===== src/rtl/fft_pkg.sv =====
// fft_pkg: shared definitions for the FFT datapath (butterfly and controller).
//   FFT_DW / FFT_TW / FFT_MULT_LAT : default data width, twiddle width and
//                                    complex-multiplier register depth
//   round_const(frac_bits)         : half-LSB constant added before dropping
//                                    frac_bits fractional bits (round half-up)
//   sat(x, w) / sat_clip(x, w)     : clamp a signed value to a w-bit signed
//                                    range, and report whether a clamp happened
package fft_pkg;

    localparam int FFT_DW       = 16;
    localparam int FFT_TW       = 16;
    localparam int FFT_MULT_LAT = 2;

    function automatic logic signed [63:0] round_const(input int frac_bits);
        return 64'sd1 <<< (frac_bits - 1);
    endfunction

    function automatic logic signed [31:0] sat(input logic signed [31:0] x, input int w);
        logic signed [31:0] hi;
        logic signed [31:0] lo;
        hi = (32'sd1 <<< (w - 1)) - 32'sd1;
        lo = -(32'sd1 <<< (w - 1));
        if (x > hi)
            return hi;
        else if (x < lo)
            return lo;
        else
            return x;
    endfunction

    function automatic logic sat_clip(input logic signed [31:0] x, input int w);
        logic signed [31:0] hi;
        logic signed [31:0] lo;
        hi = (32'sd1 <<< (w - 1)) - 32'sd1;
        lo = -(32'sd1 <<< (w - 1));
        return (x > hi) || (x < lo);
    endfunction

endpackage


===== src/rtl/cmplx_mult_pipe.sv =====
// cmplx_mult_pipe: pipelined complex multiply p = b * tw with round-half-up
// from Q1.(TW-1) back to integer scale, result kept at DW+1 bits.
//   clk, rst          : clock, synchronous active-high reset
//   tw_re, tw_im      : twiddle, signed Q1.(TW-1)
//   b_re, b_im        : operand, signed DW bits
//   p_re, p_im        : rounded product, signed DW+1 bits, MULT_LAT cycles later
// The first register stage holds the four partial products; the add/round
// is combinational after it and any remaining stages are a plain delay.
module cmplx_mult_pipe
    import fft_pkg::*;
#(
    parameter int DW       = FFT_DW,
    parameter int TW       = FFT_TW,
    parameter int MULT_LAT = FFT_MULT_LAT
) (
    input  logic                 clk,
    input  logic                 rst,
    input  logic signed [TW-1:0] tw_re,
    input  logic signed [TW-1:0] tw_im,
    input  logic signed [DW-1:0] b_re,
    input  logic signed [DW-1:0] b_im,
    output logic signed [DW:0]   p_re,
    output logic signed [DW:0]   p_im
);

    localparam int PW = DW + TW;
    localparam int SW = PW + 1;
    localparam logic signed [SW-1:0] RND = SW'(round_const(TW - 1));

    logic signed [PW-1:0] pp_rr_reg, pp_ii_reg, pp_ri_reg, pp_ir_reg;
    logic signed [SW-1:0] sum_re, sum_im;
    logic signed [DW:0]   p_re_next, p_im_next;

    always_ff @(posedge clk) begin
        if (rst) begin
            pp_rr_reg <= '0;
            pp_ii_reg <= '0;
            pp_ri_reg <= '0;
            pp_ir_reg <= '0;
        end else begin
            pp_rr_reg <= PW'(b_re) * PW'(tw_re);
            pp_ii_reg <= PW'(b_im) * PW'(tw_im);
            pp_ri_reg <= PW'(b_re) * PW'(tw_im);
            pp_ir_reg <= PW'(b_im) * PW'(tw_re);
        end
    end

    always_comb begin
        sum_re    = SW'(pp_rr_reg) - SW'(pp_ii_reg);
        sum_im    = SW'(pp_ri_reg) + SW'(pp_ir_reg);
        // Only DW+1 bits survive: with +1.0 excluded from the twiddle the
        // rounded magnitude never exceeds 2^DW - 1.
        p_re_next = (DW+1)'((sum_re + RND) >>> (TW - 1));
        p_im_next = (DW+1)'((sum_im + RND) >>> (TW - 1));
    end

    if (MULT_LAT == 1) begin : g_comb
        assign p_re = p_re_next;
        assign p_im = p_im_next;
    end else begin : g_regs
        logic signed [DW:0] re_sr_reg [MULT_LAT-1];
        logic signed [DW:0] im_sr_reg [MULT_LAT-1];

        always_ff @(posedge clk) begin
            if (rst) begin
                for (int i = 0; i < MULT_LAT - 1; i++) begin
                    re_sr_reg[i] <= '0;
                    im_sr_reg[i] <= '0;
                end
            end else begin
                re_sr_reg[0] <= p_re_next;
                im_sr_reg[0] <= p_im_next;
                for (int i = 1; i < MULT_LAT - 1; i++) begin
                    re_sr_reg[i] <= re_sr_reg[i-1];
                    im_sr_reg[i] <= im_sr_reg[i-1];
                end
            end
        end

        assign p_re = re_sr_reg[MULT_LAT-2];
        assign p_im = im_sr_reg[MULT_LAT-2];
    end

endmodule


===== src/rtl/butterfly_pipe.sv =====
// butterfly_pipe: pipelined radix-2 DIT butterfly.
//   outa = a - b*tw, outb = a + b*tw, tw being the negated twiddle from ROM.
//   clk, rst              : clock, synchronous active-high reset
//   in_valid              : a, b, tw, scale_en, inverse valid this cycle
//   scale_en              : halve both outputs (rounded half-up)
//   inverse               : use conj(tw) for the IFFT
//   tw_re/tw_im           : negated twiddle, signed Q1.(TW-1)
//   a_re/a_im, b_re/b_im  : operands, signed DW bits
//   out_valid             : in_valid delayed MULT_LAT+1 cycles
//   outa_*/outb_*         : saturated results, held while out_valid=0
//   ovf / ovf_clr         : sticky saturation flag / clear (set wins)
module butterfly_pipe
    import fft_pkg::*;
#(
    parameter int DW       = FFT_DW,
    parameter int TW       = FFT_TW,
    parameter int MULT_LAT = FFT_MULT_LAT
) (
    input  logic                 clk,
    input  logic                 rst,
    input  logic                 in_valid,
    input  logic                 scale_en,
    input  logic                 inverse,
    input  logic signed [TW-1:0] tw_re,
    input  logic signed [TW-1:0] tw_im,
    input  logic signed [DW-1:0] a_re,
    input  logic signed [DW-1:0] a_im,
    input  logic signed [DW-1:0] b_re,
    input  logic signed [DW-1:0] b_im,
    output logic                 out_valid,
    output logic signed [DW-1:0] outa_re,
    output logic signed [DW-1:0] outa_im,
    output logic signed [DW-1:0] outb_re,
    output logic signed [DW-1:0] outb_im,
    output logic                 ovf,
    input  logic                 ovf_clr
);

    localparam int LANES = 4;
    localparam logic signed [TW-1:0] TW_MIN = {1'b1, {(TW-1){1'b0}}};
    localparam logic signed [TW-1:0] TW_MAX = {1'b0, {(TW-1){1'b1}}};
    localparam logic signed [DW+1:0] ONE    = (DW+2)'(1);

    // Conjugate for the inverse transform; -(-1.0) clamps to the largest Q1 value.
    logic signed [TW-1:0] tw_im_next;
    always_comb begin
        tw_im_next = tw_im;
        if (inverse)
            tw_im_next = (tw_im == TW_MIN) ? TW_MAX : -tw_im;
    end

    logic signed [DW:0] p_re, p_im;

    cmplx_mult_pipe #(
        .DW       (DW),
        .TW       (TW),
        .MULT_LAT (MULT_LAT)
    ) u_mult (
        .clk   (clk),
        .rst   (rst),
        .tw_re (tw_re),
        .tw_im (tw_im_next),
        .b_re  (b_re),
        .b_im  (b_im),
        .p_re  (p_re),
        .p_im  (p_im)
    );

    // Side band travelling with the product. Only the valid bits need reset:
    // data is never captured at the output without its valid.
    logic [MULT_LAT-1:0]  vld_sr_reg;
    logic [MULT_LAT-1:0]  scale_sr_reg;
    logic signed [DW-1:0] a_re_sr_reg [MULT_LAT];
    logic signed [DW-1:0] a_im_sr_reg [MULT_LAT];

    always_ff @(posedge clk) begin
        if (rst) begin
            vld_sr_reg <= '0;
        end else begin
            vld_sr_reg[0] <= in_valid;
            for (int i = 1; i < MULT_LAT; i++)
                vld_sr_reg[i] <= vld_sr_reg[i-1];
        end
    end

    always_ff @(posedge clk) begin
        scale_sr_reg[0] <= scale_en;
        a_re_sr_reg[0]  <= a_re;
        a_im_sr_reg[0]  <= a_im;
        for (int i = 1; i < MULT_LAT; i++) begin
            scale_sr_reg[i] <= scale_sr_reg[i-1];
            a_re_sr_reg[i]  <= a_re_sr_reg[i-1];
            a_im_sr_reg[i]  <= a_im_sr_reg[i-1];
        end
    end

    logic vld_m, scale_m;
    assign vld_m   = vld_sr_reg[MULT_LAT-1];
    assign scale_m = scale_sr_reg[MULT_LAT-1];

    // Lanes 0/1 produce outa (re/im), lanes 2/3 produce outb (re/im).
    logic signed [DW-1:0] lane_a  [LANES];
    logic signed [DW:0]   lane_p  [LANES];
    logic signed [DW+1:0] lane_sa [LANES];
    logic signed [DW+1:0] lane_r  [LANES];
    logic signed [DW-1:0] lane_q  [LANES];
    logic [LANES-1:0]     lane_clip;

    assign lane_a[0] = a_re_sr_reg[MULT_LAT-1];
    assign lane_a[1] = a_im_sr_reg[MULT_LAT-1];
    assign lane_a[2] = a_re_sr_reg[MULT_LAT-1];
    assign lane_a[3] = a_im_sr_reg[MULT_LAT-1];
    assign lane_p[0] = p_re;
    assign lane_p[1] = p_im;
    assign lane_p[2] = p_re;
    assign lane_p[3] = p_im;

    genvar gi;
    generate
        for (gi = 0; gi < LANES; gi++) begin : g_lane
            if (gi < 2) begin : g_sub
                assign lane_sa[gi] = (DW+2)'(lane_a[gi]) - (DW+2)'(lane_p[gi]);
            end else begin : g_add
                assign lane_sa[gi] = (DW+2)'(lane_a[gi]) + (DW+2)'(lane_p[gi]);
            end
            assign lane_r[gi]    = scale_m ? ((lane_sa[gi] + ONE) >>> 1) : lane_sa[gi];
            assign lane_q[gi]    = DW'(sat(32'(lane_r[gi]), DW));
            assign lane_clip[gi] = sat_clip(32'(lane_r[gi]), DW);
        end
    endgenerate

    always_ff @(posedge clk) begin
        if (rst) begin
            out_valid <= 1'b0;
            outa_re   <= '0;
            outa_im   <= '0;
            outb_re   <= '0;
            outb_im   <= '0;
            ovf       <= 1'b0;
        end else begin
            out_valid <= vld_m;
            if (vld_m) begin
                outa_re <= lane_q[0];
                outa_im <= lane_q[1];
                outb_re <= lane_q[2];
                outb_im <= lane_q[3];
            end
            if (vld_m && (|lane_clip))
                ovf <= 1'b1;
            else if (ovf_clr)
                ovf <= 1'b0;
        end
    end

endmodule

===== config.mk =====
export PLATFORM = sky130hd
export DESIGN_NAME = butterfly_pipe
export DESIGN_NICKNAME = d
export VERILOG_FILES = /design/src/rtl/fft_pkg.sv /design/src/rtl/cmplx_mult_pipe.sv /design/src/rtl/butterfly_pipe.sv
export SDC_FILE = /design/constraint.sdc
export NUM_CORES = 2
export LEC_CHECK = 0
export CAP_MARGIN = 25
export CORE_ASPECT_RATIO = 1.25
export CORE_UTILIZATION = 55
export CTS_BUF_LIST = sky130_fd_sc_hd__clkbuf_8
export CTS_CLUSTER_DIAMETER = 100
export DETAILED_ROUTE_END_ITERATION = 12
export DONT_BUFFER_PORTS = 1
export PLACE_DENSITY = 0.73
export SLEW_MARGIN = 10
export SYNTH_ARGS = -nofsm -noshare
export SYNTH_HDL_FRONTEND = slang
export SYNTH_SLANG_ARGS = --single-unit

===== constraint.sdc =====
create_clock -name clk -period 9.48 [get_ports clk]
set_input_delay 1.422 -clock clk [delete_from_list [all_inputs] [get_ports clk]]
set_output_delay 1.422 -clock clk [all_outputs]
set_load 0.02 [all_outputs]

# Yosys cells after proc, flatten, opt, wreduce, memory -nomap -nowiden
# Memories as Yosys holds them, arrays and structs flattened.
# Index checks and enable logic that the tools add are counted.
[op_classes]
n_addsub = 13
mul = 4
magnitude_cmp = 8
n_eq_ne = 1
mux = 23
reduce_logical = 9
[op_table]
columns = ["op", "n"]
rows = [
  ["$mux W16", 10],
  ["$mul A16 B16 Y32", 4],
  ["$add A18 B2 Y18 const B", 4],
  ["$gt A18 B16 Y1 const B", 4],
  ["$lt A18 B16 Y1 const B", 4],
  ["$mux W18", 4],
  ["$add A32 B16 Y32 const B", 2],
  ["$add A16 B17 Y18", 2],
  ["$sub A16 B17 Y18", 2],
  ["$mux W17", 2],
  ["$reduce_or A17 Y1", 2],
  ["$add A32 B32 Y32", 1],
  ["$sub A32 B32 Y32", 1],
  ["$eq A16 B16 Y1 const B", 1],
  ["$neg A16 Y16", 1],
  ["$mux W1", 7],
  ["$logic_or A1 B1 Y1", 4],
  ["$reduce_or A4 Y1", 1],
  ["$reduce_bool A2 Y1", 1],
  ["$logic_and A1 B1 Y1", 1],
]
[totals]
register_bits = 198
ram_bits = 98
inputBits = 102
out_inout_bits = 66
word_cells = 74
memories = 4
[mem_list]
columns = ["memory", "depth", "word_bits", "rd", "rd_clocked_by_memory_dff", "write_ports", "line", "text"]
rows = [
  ["a_im_sr_reg", 2, 16, 2, 0, 2, "butterfly_pipe.sv:74", "logic signed [DW-1:0] a_im_sr_reg [MULT_LAT];"],
  ["a_re_sr_reg", 2, 16, 2, 0, 2, "butterfly_pipe.sv:73", "logic signed [DW-1:0] a_re_sr_reg [MULT_LAT];"],
  ["u_mult.g_regs.im_sr_reg", 1, 17, 1, 0, 1, "cmplx_mult_pipe.sv:62", "logic signed [DW:0] im_sr_reg [MULT_LAT-1];"],
  ["u_mult.g_regs.re_sr_reg", 1, 17, 1, 0, 1, "cmplx_mult_pipe.sv:61", "logic signed [DW:0] re_sr_reg [MULT_LAT-1];"],
]

# Logic depth before layout (Yosys ltp)
[logic_depth]
ltp_word = 8
mapped_depth = 36
mapped_depth_nobuf = 34

# Modules after synthesis
# From an unflattened synthesis, not the netlist that was laid out.
[unflattened]
hier_cells = 6397
hier_area_um2 = 56467.9
[modules_own_cells]
columns = ["module", "n_inst", "cells_per_inst", "area_each_um2", "seq_area_each_um2"]
rows = [
  ["cmplx_mult_pipe", 1, 5017, 46002.9, 3243.1],
  ["butterfly_pipe", 1, 1380, 10465.0, 2682.6],
]

# Least setup slack after synthesis
# OpenSTA, ideal clock, no wires.
[synth_timing]
path_kind = "input -> register"
start = "input tw_im[0]"
end = "register u_mult.pp_ii_reg[31]"
setup_ns = 0.141
arrival_time_ns = 9.343
t_required_ns = 9.339
setup_slack_ns = -0.004
stages = 30
n_path_buf = 2
cell_sequence = "inv_1 > ha_1 > nand4_1 > or3_1 > or3_1 > nor3_1 > clkbuf_1 > o21ai_0 > o21ai_0 > clkbuf_1 > nand2_1 > fa_1 > inv_1 > fa_1 > fa_1 > fa_1 > fa_1 > inv_1 > fa_1 > inv_1 > ha_1 > a21o_1 > a21o_1 > a211oi_1 > o31ai_1 > a31o_2 > a211oi_1 > nor2_1 > o21ai_0 > o311ai_0"
[synth_between]
elab_chain_cells = 4
elab_cells_between_ends = 5
classes_between = "1 x add/sub; 1 x mul; 1 x eq/ne; 2 x mux"
[synth_lines]
columns = ["element", "line", "text"]
rows = [
  ["from (decl)", "butterfly_pipe.sv:25", "input logic signed [TW-1:0] tw_im,"],
  ["$neg A16 Y16 / $eq A16 B16 Y1 (equally long branches)", "butterfly_pipe.sv:49", "tw_im_next = (tw_im == TW_MIN) ? TW_MAX : -tw_im;"],
  ["$mux W16", "butterfly_pipe.sv:49", ""],
  ["$mux W16 *", "butterfly_pipe.sv:48", "if (inverse)"],
  ["$mul A16 B16 Y32 *", "cmplx_mult_pipe.sv:42", "pp_ii_reg <= PW'(b_im) * PW'(tw_im);"],
  ["to (signal assigned)", "cmplx_mult_pipe.sv:42", ""],
  ["to (decl)", "cmplx_mult_pipe.sv:30", "logic signed [PW-1:0] pp_rr_reg, pp_ii_reg, pp_ri_reg, pp_ir_reg;"],
]
# Every way passes the cells marked *; elsewhere a longest branch is shown, timed or not.
# A chain may end at the register's enable or synchronous reset.

# Final worst setup path
[layout_timing]
start = "input tw_im[0]"
end = "register u_mult.pp_ii_reg[30]"
# The elaborated chain is that of the path after synthesis.

==> summary.txt <==
CTS sink count: 296
multi-input logic area: 44300 µm²
Core ar.: 101000 µm²
Max Used Layer: met5
Final Hold Viols: 0
Overflow after GRT: 0
1st-iter DRT viols: 2402
IO buf count: 0
drt first pass iters: 7
slowest stage delay, CP: 0.66 ns
Metal-1 WL: 51600 µm
largest area contributor in the netlist: fa_1
worst-path fanout max: 12
H-tree depth: 2
CP max-delay cell: o21ai_2
Sequential Area: 5930 µm²
ys async rst share: 0%
post-route ant nets: 0
vias per inst: 5.62
worst min-delay path class: reg2reg
post-DP HPWL: 111000 µm
CTS buffer count: 52
row count: 130
CP Class: in2reg
synth unique cells: 94
f_max: 0.111 GHz
layout cells sized above 1: 3.41%
most common cell after layout, fill and taps aside: inv_1
Final Max Tran Viols: 0
met2 routed WL: 68900 µm
FF-to-FF Start: u_mult.g_regs.im_sr_reg[0][4]$_SDFF_PP0_
critical path launch point type: input port
Via Count: 42400
placer congestion estimate: 0.933
largest net degree at the start of global routing: 244
initial antenna violation count: 5
CP startpoint: tw_im[0]
DIE WIDTH: 287 µm
Die H: 359 µm
post-CTS sizing: 0
Worst-Skew Late Latency: 0.72 ns
CTS tree: yes
syn nets: 8042
DRC viols: 0
most frequent cells in the layout: inv_1 (1281), fa_1 (1051), nand2_1 (703)
Routed WL per cell: 18.6 µm
Post-synth EDFFs: 0
R2R depth: 14
YS warnings: 0
share of the synthesized area in the top cell type: 37.6%
met3 routed WL: 9610 µm
Area Growth Syn to Fin: 3.96%
total die area: 103000 µm²
hold buffers post-CTS: 0
Syn Area/Cell: 8.80 µm²
fin util: 57.8%
vias in the first global route: 45200
clock buffer depth: 3
post-synthesis cell area: 56000 µm²
R2R Path End: ovf$_SDFFE_PP0P_
Final period util: 94.9%
largest cells by area after synthesis: fa_1 (38%), ha_1 (12%), dfxtp_1 (11%)
Top FF cell, synth: dfxtp_1
fin crit period: 8.99 ns
#FFs+latches synth: 296
unrepaired setup endpoints after global routing: no
status: complete, no violations
critical path endpoint category: flip-flop
root buf cell: clkbuf_8
FF-to-FF setup slack: 4.49 ns
WP data arrival: 9.61 ns
cells after synthesis: 6369
critical path required time: 10.10 ns
final wirelength: 140000 µm
Final Setup Violations: 0
Worst Skew: 0.0667 ns
post-synthesis sequential area ratio: 10.6%
Nets: 7853
Total GRT Usage: 28.3%
Worst-path clk slew: 0.08 ns
end of the critical path: u_mult.pp_ii_reg[30]$_SDFF_PP0_
slew of the pin with the lowest slew margin: 0.971 ns
worst slack at placement: -0.240 ns
IO Count: 168
max cap viols: 0
Post-CTS Setup Inserts: 0
Max-slew headroom: 33.6%
global-route wire length before repair: 231000 µm
Fill cells: 8932
Final Worst Setup Slack: 0.488 ns
Initial Util: 55.6%
==> cells in the mapped netlist (30+ instances only) <==
cell type	number
inv_1	1270
xor2_1	67
and3_1	30
nand2b_1	72
nor2b_1	80
nand2_1	703
nand3_1	56
a21o_1	79
a21oi_1	199
nor3_1	138
or3_1	33
o21ai_0	157
and2_1	385
ha_1	519
a211oi_1	59
dfxtp_1	296
xnor2_1	151
clkbuf_1	280
fa_1	1052
nor2_1	309
==> worst min-delay path by stage <==
stage | slack, ns | end | depth (start not counted) | start
2_1_floorplan | 0.31 | a_im_sr_reg[0][16]$_DFF_P_ | 0 | a_im_sr_reg[0][0]$_DFF_P_
5_1_grt | 0.33 | a_im_sr_reg[0][22]$_DFF_P_ | 0 | a_im_sr_reg[0][6]$_DFF_P_
3_5_place_dp | 0.31 | a_im_sr_reg[0][29]$_DFF_P_ | 0 | a_im_sr_reg[0][13]$_DFF_P_
4_1_cts | 0.31 | a_im_sr_reg[0][23]$_DFF_P_ | 0 | a_im_sr_reg[0][7]$_DFF_P_
3_3_place_gp | 0.31 | a_im_sr_reg[0][19]$_DFF_P_ | 0 | a_im_sr_reg[0][3]$_DFF_P_
6_report | 0.31 | a_im_sr_reg[0][23]$_DFF_P_ | 0 | a_im_sr_reg[0][7]$_DFF_P_
==> kinds of logic after synthesis <==
family	count (synthesis)	synth area share, %
XOR/XNOR	218	3.41
multiplexers	10	0.181
adder cells (fa/ha/maj)	1571	49.2
AND/OR/NAND/NOR	1946	17.1
flip-flops	296	10.6
buffers and inverters	1572	10.6
AO/OA/AOI/OAI	756	8.91
==> worst max-delay path: cells and delay by family <==
kind,cells,cell delay [ns]
adder cells (fa/ha/maj),8,3.52
AND/OR/NAND/NOR,8,2.28
buffers and inverters,6,0.31
AO/OA/AOI/OAI,10,2.07
==> layer usage <==
metal	vias up	global-route usage [%]
li1	19400	-
met1	21200	32.6
met2	1439	48.8
met3	396	4.74
met4	2	17.5
met5	-	0
==> per-stage QoR <==
stage | instance area, µm² | instances | setup TNS (ns) | hold slack, ns
detailed placement | 57100 | 7444 | -0.767 | 0.312
floorplan | 56000 | 6369 | 0 | 0.310
finish | 58200 | 7542 | 0 | 0.306
CTS | 58200 | 7538 | 0 | 0.313
global route | 58200 | 7541 | 0 | 0.327
global placement | 57100 | 7443 | -0.116 | 0.312
==> cell type report <==
class	count	share of cell area [%]
Inverter	1273	8.21
Clock buffer	63	1.49
Antenna cell	2	0.00859
Clock inverter	31	0.391
Tap cell	1320	2.84
Timing Repair Buffer	56	0.890
Multi-Input combinational cell	4501	76.0
Sequential cell	296	10.2
Power is left out: the tool's default activity adds up to more than one toggle a clock period on the data nets, which glitch-free logic cannot reach.
